`src/rtl/alu_arbiter.sv`:
```
// alu_arbiter: round-robin share of one combinational ALU between two requesters with a registered valid/ready response
module alu_arbiter #(
   parameter int NBITS  = 8,
   parameter int COD_OP = 6,
   parameter int NCNT   = 16
) (
   input  logic              clk,
   input  logic              reset,
   input  logic              req0_valid,
   output logic              req0_ready,
   input  logic [NBITS-1:0]  req0_a,
   input  logic [NBITS-1:0]  req0_b,
   input  logic [COD_OP-1:0] req0_op,
   input  logic              req1_valid,
   output logic              req1_ready,
   input  logic [NBITS-1:0]  req1_a,
   input  logic [NBITS-1:0]  req1_b,
   input  logic [COD_OP-1:0] req1_op,
   output logic [NBITS-1:0]  alu_a,
   output logic [NBITS-1:0]  alu_b,
   output logic [COD_OP-1:0] alu_op,
   input  logic [NBITS-1:0]  alu_result,
   output logic              rsp_valid,
   input  logic              rsp_ready,
   output logic              rsp_id,
   output logic [NBITS-1:0]  rsp_data,
   output logic              rsp_err,
   output logic              busy,
   output logic [NCNT-1:0]   op_count
);
   typedef enum logic [1:0] {IDLE, EXEC, RESP} state_t;
   state_t state_q, state_d;
   logic last_q, last_d, id_q, id_d, err_q, err_d;
   logic [NBITS-1:0] a_q, a_d, b_q, b_d, data_q, data_d;
   logic [COD_OP-1:0] op_q, op_d;
   logic [NCNT-1:0] cnt_q, cnt_d;
   logic gnt_any, gnt_id, legal;
   always_comb begin
      gnt_any = req0_valid | req1_valid;
      // on a tie the port that did not win last time goes next
      gnt_id = (req0_valid & req1_valid) ? ~last_q : req1_valid;
      legal = op_q inside {6'b100000, 6'b100010, 6'b100100, 6'b100101,
                           6'b100110, 6'b000011, 6'b000010, 6'b100111};
      state_d = state_q;
      last_d = last_q;
      id_d = id_q;
      err_d = err_q;
      a_d = a_q;
      b_d = b_q;
      op_d = op_q;
      data_d = data_q;
      cnt_d = cnt_q;
      case (state_q)
         IDLE: if (gnt_any) begin
            a_d = gnt_id ? req1_a : req0_a;
            b_d = gnt_id ? req1_b : req0_b;
            op_d = gnt_id ? req1_op : req0_op;
            id_d = gnt_id;
            last_d = gnt_id;
            state_d = EXEC;
         end
         EXEC: begin
            data_d = alu_result;
            err_d = ~legal;
            state_d = RESP;
         end
         default: if (rsp_ready) begin
            cnt_d = cnt_q + 1'b1;
            state_d = IDLE;
         end
      endcase
   end
   always_ff @(posedge clk) begin
      if (reset) begin
         state_q <= IDLE;
         last_q <= 1'b1;
         id_q <= 1'b0;
         err_q <= 1'b0;
         a_q <= '0;
         b_q <= '0;
         op_q <= '0;
         data_q <= '0;
         cnt_q <= '0;
      end else begin
         state_q <= state_d;
         last_q <= last_d;
         id_q <= id_d;
         err_q <= err_d;
         a_q <= a_d;
         b_q <= b_d;
         op_q <= op_d;
         data_q <= data_d;
         cnt_q <= cnt_d;
      end
   end
   assign req0_ready = (state_q == IDLE) & req0_valid & ~gnt_id;
   assign req1_ready = (state_q == IDLE) & req1_valid & gnt_id;
   assign alu_a = a_q;
   assign alu_b = b_q;
   assign alu_op = op_q;
   assign rsp_valid = state_q == RESP;
   assign rsp_id = id_q;
   assign rsp_data = data_q;
   assign rsp_err = err_q;
   assign busy = state_q != IDLE;
   assign op_count = cnt_q;
endmodule
```
`config.mk`:
```
export PLATFORM = sky130hd
export DESIGN_NAME = alu_arbiter
export DESIGN_NICKNAME = d
export VERILOG_FILES = /design/src/rtl/alu_arbiter.sv
export SDC_FILE = /design/constraint.sdc
export NUM_CORES = 1
export LEC_CHECK = 0
export ABC_AREA = 1
export BUFFER_PORTS_ARGS = -buffer_cell sky130_fd_sc_hd__buf_2
export CAP_MARGIN = 10
export CORE_MARGIN = 3
export CORE_UTILIZATION = 40
export CTS_CLUSTER_SIZE = 10
export DETAILED_ROUTE_END_ITERATION = 8
export PLACE_DENSITY_LB_ADDON = 0.05
export SYNTH_ARGS = -nofsm -noshare
export SYNTH_HDL_FRONTEND = slang
export SYNTH_SLANG_ARGS = --single-unit
```
`constraint.sdc`:
```
create_clock -name clk -period 1.75 [get_ports clk]
set_input_delay 0.2625 -clock clk [delete_from_list [all_inputs] [get_ports clk]]
set_output_delay 0.2625 -clock clk [all_outputs]
set_load 0.1 [all_outputs]
```
* Yosys cells after proc, flatten, opt, wreduce, memory -nomap -nowiden
Index checks and enable logic that the tools add are counted.
** Storage, ports and cells
- Register bits :: 51
- Logic and storage cells :: 46
** Cells by class
- Add/sub/neg operators :: 1
- Equality and inequality tests :: 11
- Mux-type cells :: 7
- Bitwise gates (word level) :: 10
- Reduce and logical (&&, ||, !) cells :: 8
** Operators by type and width (count)
- 6-bit equality test, second input constant :: 6
- 16-bit by 1-bit adder with 16-bit output, second input constant :: 1
- 8-bit 2-to-1 mux :: 2
- 6-bit by 2-bit equality test with 1-bit output, second input constant :: 2
- 8-bit nonzero test :: 1
- 6-bit 2-to-1 mux :: 1
- 2-bit AND reduction :: 3
- 1-bit bitwise AND :: 5
- 2-bit 2-to-1 mux :: 2
- 1-bit NOT :: 4
- 2-bit one-hot mux with 2 select lines :: 1
- 3-bit nonzero test :: 1
- 2-bit by 1-bit equality test with 1-bit output, second input constant :: 1
- 2-bit equality test, second input constant :: 1
- 2-bit logical NOT :: 1
- 2-bit inequality test, second input constant :: 1
- 2-bit nonzero test :: 1
- 2-bit OR reduction :: 1
- 1-bit 2-to-1 mux :: 1
- 1-bit bitwise OR :: 1

* Longest topological paths before layout
Gate-level depths: netlist of run 1.
- Word-level depth :: 4
- Mapped depth :: 8
- Gate-level depth less buffers :: 8

* Worst setup path before layout of run 1
Ideal clock, no wire load.
- Path kind :: flip-flop to output port
- Start point :: register state_q[0]
- End point :: output port req0_ready
- Arrival :: 2.941 ns
- Slack :: -1.453 ns
- Stages on the path, launching flop included :: 4
- Path buffers :: 0
- Cells stage by stage :: dfxtp_1 > inv_1 > nand2_2 > nor3_1
** Between the ends
- Cells in the longest elaborated chain, start to end :: 3
** RTL lines
- from (decl) :: RTL line 32 : state_t state_q, state_d;
- from (signal assigned) :: RTL line 85 : state_q <= state_d;
- 2-bit logical NOT :: RTL line 96 : assign req0_ready = (state_q == IDLE) & req0_valid & ~gnt_id;
- 1-bit bitwise AND (2 in a row) :: RTL line 96
- to (decl) :: RTL line 10 : output logic req0_ready,
Every way passes these cells.

* Final worst setup path of run 1
Same ends and word-level chain as after synthesis.

==> results of run 1 <==
## synth_stat cells
| library cell | count |
|---|---|
| nand3_1 | 6 |
| a31oi_1 | 23 |
| o21ai_1 | 9 |
| clkinv_1 | 1 |
| a21oi_4 | 1 |
| ha_1 | 1 |
| buf_2 | 8 |
| nand2_2 | 2 |
| buf_6 | 2 |
| o21a_1 | 1 |
| a21o_1 | 1 |
| xor2_1 | 1 |
| nand2_1 | 72 |
| o21bai_1 | 2 |
| inv_1 | 23 |
| o211ai_1 | 1 |
| dfxtp_1 | 51 |
| nor2_2 | 2 |
| a21oi_2 | 1 |
| inv_2 | 2 |
| a21oi_1 | 8 |
| o21ai_0 | 28 |
| nand4_1 | 3 |
| nor2_1 | 41 |
| nor2_4 | 1 |
| clkbuf_1 | 4 |
| nor3_1 | 5 |
| nor3b_1 | 1 |
## logic make-up after synthesis
| family | Yosys count |
|---|---|
| AO/OA/AOI/OAI | 75 |
| XOR/XNOR | 1 |
| adder cells (fa/ha/maj) | 1 |
| buffers and inverters | 40 |
| flip-flops | 51 |
| AND/OR/NAND/NOR | 133 |
## worst register-to-register path: cells and delay by family (launching register included)
kind	cells	cell delay (ns)
flops	1	0.36
simple gates	7	0.70
fa+ha+maj	1	0.17
## metrics by stage
stage / instances / instance area [um2] / total power [mW] / util
2_1_floorplan: 301 / 2230 / 2.66 / -
3_3_place_gp: 472 / 2860 / 2.93 / 0.550
3_5_place_dp: 472 / 2860 / 2.94 / 0.550
4_1_cts: 480 / 2990 / 3.88 / 0.575
5_1_grt: 480 / 2990 / 4.02 / 0.575
6_report: 480 / 2990 / 3.84 / 0.575
## worst max-delay path by stage
stage	from	endpoint	slack, ns	cells after the start
CTS	state_q[0]	req0_ready	0.09	4
global placement	req1_valid	req0_ready	0.35	5
floorplan	op_count[9]	op_count[12]	0.01	5
detailed placement	req1_valid	req0_ready	0.34	5
finish	state_q[0]	req0_ready	0.11	4
global route	state_q[0]	req0_ready	0.02	4
## flip-flops by register name, indices dropped and copies added, names as in the netlist
| signal | cells |
|---|---|
| alu_a | 8 |
| alu_b | 8 |
| alu_op | 6 |
| last_q | 1 |
| op_count | 16 |
| rsp_data | 8 |
| rsp_err | 1 |
| rsp_id | 1 |
| state_q | 2 |
## power by group through the flow
stage / Sequential [mW] / Combinational, mW / Clock, mW
2_1_floorplan: 2.22 / 0.437 / 0
5_1_grt: 1.38 / 1.63 / 1.02
3_5_place_dp: 1.38 / 1.55 / 0
3_3_place_gp: 1.38 / 1.55 / 0
4_1_cts: 1.36 / 1.55 / 0.972
6_report: 1.36 / 1.54 / 0.937
## metal layers
layer	global-route usage	vias to the layer above	part of all wire	wire length (um)
met5	0	-	0	0
met4	0.0608	0	0.011	61
met3	0.0530	6	0.083	450
met2	0.265	80	0.43	2340
met1	0.224	925	0.48	2590
li1	-	1209	-	-
## final cells by class
cell class / count / area, um2
inverter: 26 / 97.6
tap: 70 / 87.6
clock inverter: 2 / 60.1
fill: 523 / 2210
multi-input combinational: 210 / 1020
sequential: 51 / 1030
timing repair buffer: 115 / 621
clock buffer: 6 / 72.6
==> results.sh, run 1 <==
export IMPL_drt_antenna_violating_nets=0
export IMPL_critPathTopFamily="buffers and inverters"
export IMPL_gp_congestion=0.800
export IMPL_initial_utilization=0.421
export IMPL_grt_max_degree=47
export IMPL_finClkSkew_ns=0.00836
export IMPL_core_area_um2=5200
export IMPL_synth_top_family_by_area="simple AND/OR/NAND/NOR gates"
export IMPL_status="finished, final reports clean"
export IMPL_path_max_fanout=5
export IMPL_crit_path_end_kind="output port"
export IMPL_cts_tree="built"
export IMPL_min_path_type="input port to flop"
export IMPL_required_ns=1.49
export IMPL_power_frac_clock=0.244
export IMPL_cap_violations=0
export IMPL_yosysSeqAreaShare=0.466
export IMPL_n_antenna_cell=0
export IMPL_whs_ns=0.213
export IMPL_yosys_area_top_type="dfxtp_1"
export IMPL_cts_root_buf="clkbuf_8"
export IMPL_grt_pass1_wl_um=8820
export IMPL_drt_iter0_drc=65
export IMPL_grt_pass1_vias=2006
export IMPL_final_cell_mix="107 x buf_2, 72 x nand2_1, 41 x dfxtp_1"
export IMPL_synth_nets=359
export IMPL_synthXorXnorAreaFrac=0.00400
export IMPL_switchingPower_mw=1.69
export IMPL_switching_share=0.442
export IMPL_die_y_um=80.0
export IMPL_clk_latency_ns=0.30
export IMPL_arrival_ns=1.38
export IMPL_netlist_top_cells_area="dfxtp_1 47%, nand2_1 12%, nor2_1 7.0%"
export IMPL_syn_area_per_cell_um2=7.28
export IMPL_startpoint_type="flop"
export IMPL_cp_num_buf_inv=2
export IMPL_slowest_stage="buf_2"
export IMPL_dr_pass1_iters=4
export IMPL_pwr_share_comb=0.402
export IMPL_yosys_area_share_adder=0.00571
export IMPL_worst_slew_pin_slew_ns=0.501
export IMPL_yosys_register_bits=51
export IMPL_synth_compound_area_frac=0.197
export IMPL_cts_reportedPaths_clkPinSlew_ns=0.08
export IMPL_path_cells="inv_1 -> nand2_4 -> nor3_4 -> buf_2"
export IMPL_rsz0062_at_grt="false"
export IMPL_r2r_end="op_count[14]"
export IMPL_cts_hold_buf=0
export IMPL_holdCritStartpoint="alu_result[7]"
export IMPL_synthSimpleGateAreaFrac=0.247
export IMPL_synth_warnings=0
export IMPL_drc=0
export IMPL_maxSlewViolCount=0
export IMPL_leakage_nw=1.44
export IMPL_setup_viol=0
export IMPL_cts_sinks=51
export IMPL_rows=26
export IMPL_tns_ns=0
export IMPL_synth_area_um2=2190
export IMPL_cts_setup_buffers=0
export IMPL_min_to="rsp_data[7]"
export IMPL_slew_headroom=0.668
export IMPL_area_delta_synth_final_pct=36.6
export IMPL_gr_total_overflow=0
export IMPL_cts_resized=0
export IMPL_vias_per_cell=4.63
export IMPL_r2r_start="op_count[0]"
export IMPL_min_period_ns=1.64
export IMPL_wl_per_cell_um=11.3
export IMPL_hold_viol=0
export IMPL_syn_inst=301
export IMPL_final_common_cell="buf_2"
export IMPL_h_tree_depth=2
export IMPL_r2r_slack_ns=0.42
export IMPL_ys_types=28
export IMPL_crit_type="flop to output port"
export IMPL_max_stage_delay_ns=0.44
export IMPL_hpwlAfterDp_um=4010
export IMPL_wl_um=5440
export IMPL_hold_path_depth=3
export IMPL_r2r_cells=8
export IMPL_numCtsBuffers=5
export IMPL_max_clock_freq_mhz=609
export IMPL_muxShareOfSynthArea=0
export IMPL_nets=467
export IMPL_clock_path_buffers=2
export IMPL_die_w_um=80.0
export IMPL_dp_slack_ns=0.345
export IMPL_p_int_mw=2.14
export IMPL_fin_ws_ns=0.107
export IMPL_ioPinCount=109
export IMPL_port_buffers=108
export IMPL_period_share=0.939
export IMPL_synth_top_cell_area_share=0.466
export IMPL_via_count=2220
export IMPL_antenna_found_initial=0
export IMPL_grt_usage=0.171
export IMPL_power_share_sequential=0.354
export IMPL_power_density_nw_per_um2=1280
export IMPL_die_area_um2=6400
export IMPL_peakVddDrop_v=0.000635
export IMPL_drive_above_1_share=0.351
No activity file was read; power rests on OpenSTA's default activity.
==> run 2, diff against run 1 <==
--- a/config.mk
+++ b/config.mk
@@ -12,6 +12,7 @@
 export CORE_UTILIZATION = 40
 export CTS_CLUSTER_SIZE = 10
 export DETAILED_ROUTE_END_ITERATION = 8
+export HOLD_SLACK_MARGIN = 0.12
 export PLACE_DENSITY_LB_ADDON = 0.05
 export SYNTH_ARGS = -nofsm -noshare
 export SYNTH_HDL_FRONTEND = slang
==> constraint.sdc (replaced) <==
create_clock -name clk -period 1.75 [get_ports clk]
set_input_delay 0.175 -clock clk [delete_from_list [all_inputs] [get_ports clk]]
set_output_delay 0.175 -clock clk [all_outputs]
set_load 0.1 [all_outputs]
==> results.sh, run 2 (same netlist as run 1, synthesis figures left out) <==
export IMPL_rsz0062_at_grt="false"
export IMPL_slowest_stage="dfxtp_1"
export IMPL_path_cells="a21oi_2 -> buf_4 -> nor3_4 -> buf_12"
export IMPL_startpoint_type="flop"
export IMPL_dp_cells=473
export IMPL_area_delta_synth_final_pct=37.2
export IMPL_finClkSkew_ns=0.00578
export IMPL_min_period_ns=1.53
export IMPL_power_density_nw_per_um2=1180
export IMPL_r2r_start="op_count[0]"
export IMPL_gp_congestion=0.807
export IMPL_critPathTopFamily="buffers and inverters"
export IMPL_die_y_um=80.0
export IMPL_drive_above_1_share=0.345
export IMPL_min_path_type="input port to flop"
export IMPL_path_max_fanout=10
export IMPL_dp_slack_ns=0.445
export IMPL_crit_type="flop to output port"
export IMPL_drt_antenna_violating_nets=0
export IMPL_maxSlewViolCount=0
export IMPL_via_count=2268
export IMPL_grt_max_degree=36
export IMPL_port_buffers=108
export IMPL_clk_latency_ns=0.30
export IMPL_utilization=0.577
export IMPL_r2r_end="op_count[14]"
export IMPL_final_common_cell="buf_2"
export IMPL_cts_sinks=51
export IMPL_wl_per_cell_um=11.4
export IMPL_grt_usage=0.179
export IMPL_vias_per_cell=4.69
export IMPL_wl_um=5510
export IMPL_cp_num_buf_inv=2
export IMPL_cts_root_buf="clkbuf_8"
export IMPL_period_share=0.875
export IMPL_clock_path_buffers=2
export IMPL_grt_pass1_vias=2034
export IMPL_status="finished, final reports clean"
export IMPL_setup_viol=0
export IMPL_crit_path_end_kind="output port"
export IMPL_numCtsBuffers=5
export IMPL_p_total_mw=3.54
export IMPL_dr_pass1_iters=4
export IMPL_h_tree_depth=2
export IMPL_rows=26
export IMPL_cts_reportedPaths_clkPinSlew_ns=0.09
export IMPL_hpwlAfterDp_um=4070
export IMPL_ioPinCount=109
export IMPL_min_to="alu_a[3]"
export IMPL_die_w_um=80.0
export IMPL_instances_no_fill=484
export IMPL_required_ns=1.57
export IMPL_fin_ws_ns=0.219
export IMPL_leakage_nw=1.44
export IMPL_die_area_um2=6400
export IMPL_core_area_um2=5200
export IMPL_max_stage_delay_ns=0.37
export IMPL_gr_total_overflow=0
export IMPL_final_cell_mix="106 x buf_2, 72 x nand2_1, 41 x dfxtp_1"
export IMPL_antenna_found_initial=0
export IMPL_r2r_cells=8
export IMPL_drc=0
export IMPL_nets=473
export IMPL_largest_reg_flops=16
export IMPL_r2r_slack_ns=0.43
export IMPL_max_clock_freq_mhz=653
export IMPL_drt_iter0_drc=101
export IMPL_initial_utilization=0.421
export IMPL_tns_ns=0
export IMPL_grt_pass1_wl_um=9130
export IMPL_holdCritStartpoint="req1_a[3]"
export IMPL_hold_viol=0
export IMPL_peakVddDrop_v=0.000600
export IMPL_cts_tree="built"
export IMPL_cts_setup_buffers=0
export IMPL_worst_slew_pin_slew_ns=0.499
export IMPL_slew_headroom=0.669
export IMPL_arrival_ns=1.36
export IMPL_n_antenna_cell=0
export IMPL_cap_violations=0
export IMPL_hold_path_depth=3
## run 2: area by class of cell
| type | instances | area [um2] |
|---|---|---|
| inverter | 26 | 97.6 |
| fill | 526 | 2200 |
| sequential | 51 | 1030 |
| tap | 70 | 87.6 |
| multi-input combinational | 210 | 1020 |
| clock buffer | 6 | 72.6 |
| timing repair buffer | 121 | 693 |
## run 2: worst max path at each step
stage                               to         from  slack (ns)  depth (start not counted)
after floorplan           op_count[12]  op_count[9]        0.01                          5
after global placement    op_count[14]  op_count[1]        0.50                          8
after detailed placement  op_count[14]  op_count[0]        0.44                          8
after CTS                   req0_ready       last_q        0.19                          4
after global routing        req0_ready       last_q        0.14                          4
final                       req0_ready       last_q        0.22                          4
## run 2: routing by layer
layer,vias to the layer above,part of all wire,global-route usage
met2,71,0.45,0.286
met1,976,0.45,0.225
met3,6,0.089,0.0632
met5,-,0,0
met4,0,0.013,0.0557
li1,1215,-,-
## run 2: stage by stage
step	hold WS [ns]	area [um2]
2_1_floorplan	0.335	2230
3_3_place_gp	0.422	2880
3_5_place_dp	0.432	2880
4_1_cts	0.121	3010
5_1_grt	0.124	3010
6_report	0.127	3010
## run 2: worst register-to-register path: stages (launching register included)
cell     delay [ns]
dfxtp_2        0.36
ha_1           0.17
nand2_1        0.11
nor2_4         0.16
nand3_1        0.12
nor2_1         0.14
nand2_1        0.06
nand2_1        0.06
nor2_1         0.04
## run 2: timing repair
action / 4_1_cts / 5_1_grt
gates resized for setup: 0 / 0
endpoints found under the hold margin: 5 / 0
hold buffers: 5 / 0
## run 2: where the power goes
part           total [mW]  internal, mW  switching (mW)
sequential           1.36          1.29          0.0701
clock               0.623         0.267           0.355
combinational        1.56         0.297            1.26
total                3.54          1.85            1.68
==> run 3, diff against run 2 <==
--- a/config.mk
+++ b/config.mk
@@ -13,7 +13,9 @@
 export CTS_CLUSTER_SIZE = 10
 export DETAILED_ROUTE_END_ITERATION = 8
 export HOLD_SLACK_MARGIN = 0.12
+export MAX_ROUTING_LAYER = met4
 export PLACE_DENSITY_LB_ADDON = 0.05
+export SKIP_CTS_REPAIR_TIMING = 1
 export SYNTH_ARGS = -nofsm -noshare
 export SYNTH_HDL_FRONTEND = slang
 export SYNTH_SLANG_ARGS = --single-unit
==> results.sh, run 3 (same netlist as run 1, synthesis figures left out) <==
export IMPL_status="finished, final reports clean"
export IMPL_drt_iter0_drc=95
export IMPL_gr_total_overflow=0
export IMPL_leakage_nw=1.42
export IMPL_r2r_start="op_count[0]"
export IMPL_clock_path_buffers=2
export IMPL_grt_pass1_wl_um=9010
export IMPL_dr_pass1_iters=4
export IMPL_cts_sinks=51
export IMPL_antenna_found_initial=0
export IMPL_period_share=0.875
export IMPL_grt_usage=0.182
export IMPL_cts_reportedPaths_clkPinSlew_ns=0.08
export IMPL_crit_path_end_kind="output port"
export IMPL_peakVddDrop_v=0.000591
export IMPL_final_cell_mix="106 x buf_2, 72 x nand2_1, 41 x dfxtp_1"
export IMPL_n_antenna_cell=0
export IMPL_startpoint="state_q[0]"
export IMPL_drt_antenna_violating_nets=0
export IMPL_via_count=2244
export IMPL_die_w_um=80.0
export IMPL_clk_latency_ns=0.30
export IMPL_wl_um=5460
export IMPL_slew_headroom=0.669
export IMPL_dpl_cell_area_um2=2880
export IMPL_worstSetupEndpoint="busy"
export IMPL_power_density_nw_per_um2=1190
export IMPL_setup_viol=0
export IMPL_grt_pass1_vias=2005
export IMPL_dp_cells=473
export IMPL_cap_violations=0
export IMPL_cts_tree="built"
export IMPL_path_max_fanout=5
export IMPL_area_delta_synth_final_pct=34.9
export IMPL_hold_path_depth=3
export IMPL_numCtsBuffers=5
export IMPL_maxSlewViolCount=0
export IMPL_die_y_um=80.0
export IMPL_finClkSkew_ns=0.00554
export IMPL_rsz0062_at_grt="false"
export IMPL_max_clock_freq_mhz=653
export IMPL_hold_viol=0
export IMPL_worst_slew_pin_slew_ns=0.499
export IMPL_min_path_type="input port to flop"
export IMPL_hpwlAfterDp_um=4070
export IMPL_required_ns=1.57
export IMPL_design_area_um2=2960
export IMPL_drive_above_1_share=0.350
export IMPL_drc=0
export IMPL_vias_per_cell=4.68
export IMPL_nets=468
export IMPL_arrival_ns=1.36
export IMPL_tns_ns=0
export IMPL_ioPinCount=109
export IMPL_grt_max_degree=36
export IMPL_rows=26
export IMPL_r2r_cells=8
export IMPL_port_buffers=108
export IMPL_min_period_ns=1.53
export IMPL_startpoint_type="flop"
export IMPL_h_tree_depth=2
export IMPL_gp_congestion=0.819
export IMPL_r2r_slack_ns=0.43
export IMPL_initial_utilization=0.421
export IMPL_wl_per_cell_um=11.4
export IMPL_largest_reg_flops=16
export IMPL_core_area_um2=5200
export IMPL_fillers=532
export IMPL_r2r_end="op_count[14]"
export IMPL_die_area_um2=6400
export IMPL_crit_type="flop to output port"
export IMPL_final_common_cell="buf_2"
export IMPL_cts_root_buf="clkbuf_8"
export IMPL_instances_no_fill=479
==> run 3: changes by cell type in the layout (fill, tap and decap cells not counted), sizes merged <==
cell / change
dlygate4sd3: -5
==> run 3: worst max-delay path: stages, from the launching register on <==
cell	delay, ns
dfxtp_1	0.38
inv_1	0.09
nand2_4	0.14
buf_2	0.45
==> run 3: routing by layer <==
metal / routed length, um / up-vias / GRT usage
li1: - / 1206 / -
met1: 2490 / 961 / 0.226
met2: 2440 / 71 / 0.283
met3: 464 / 6 / 0.0564
met4: 70 / 0 / 0.0557
met5: 0 / - / -
==> run 3: worst min path at each step <==
stage,startpoint,to,slack [ns]
floorplan,req1_b[0],alu_b[0],0.33
global route,req0_a[4],alu_a[4],0.12
CTS,alu_result[7],rsp_data[7],0.11
detailed placement,alu_result[7],rsp_data[7],0.43
finish,alu_result[5],rsp_data[5],0.12
global placement,alu_result[5],rsp_data[5],0.42
==> run 3: stage by stage <==
step	total power, mW	hold slack [ns]	utilization	worst slack (ns)
finish	3.53	0.119	0.568	0.218
global route	3.70	0.124	0.568	0.141
CTS	3.57	0.115	0.568	0.191
detailed placement	2.94	0.432	0.554	0.445
global placement	2.94	0.422	0.554	0.500
floorplan	2.66	0.335	-	0.0137
==> run 3: power by group <==
| group | leakage, nW | internal, mW | switching [mW] |
|---|---|---|---|
| Clock | 0.0371 | 0.267 | 0.356 |
| Combinational | 0.957 | 0.289 | 1.26 |
| Sequential | 0.424 | 1.29 | 0.0702 |
| Total | 1.42 | 1.85 | 1.68 |
==> run 3: layout make-up <==
cell class	instances	area, um2	share of cell area
Clock buffer	6	72.6	0.0246
Inverter	26	97.6	0.0330
Multi-Input combinational cell	210	1020	0.345
Sequential cell	51	1030	0.350
Tap cell	70	87.6	0.0296
Timing Repair Buffer	116	643	0.218
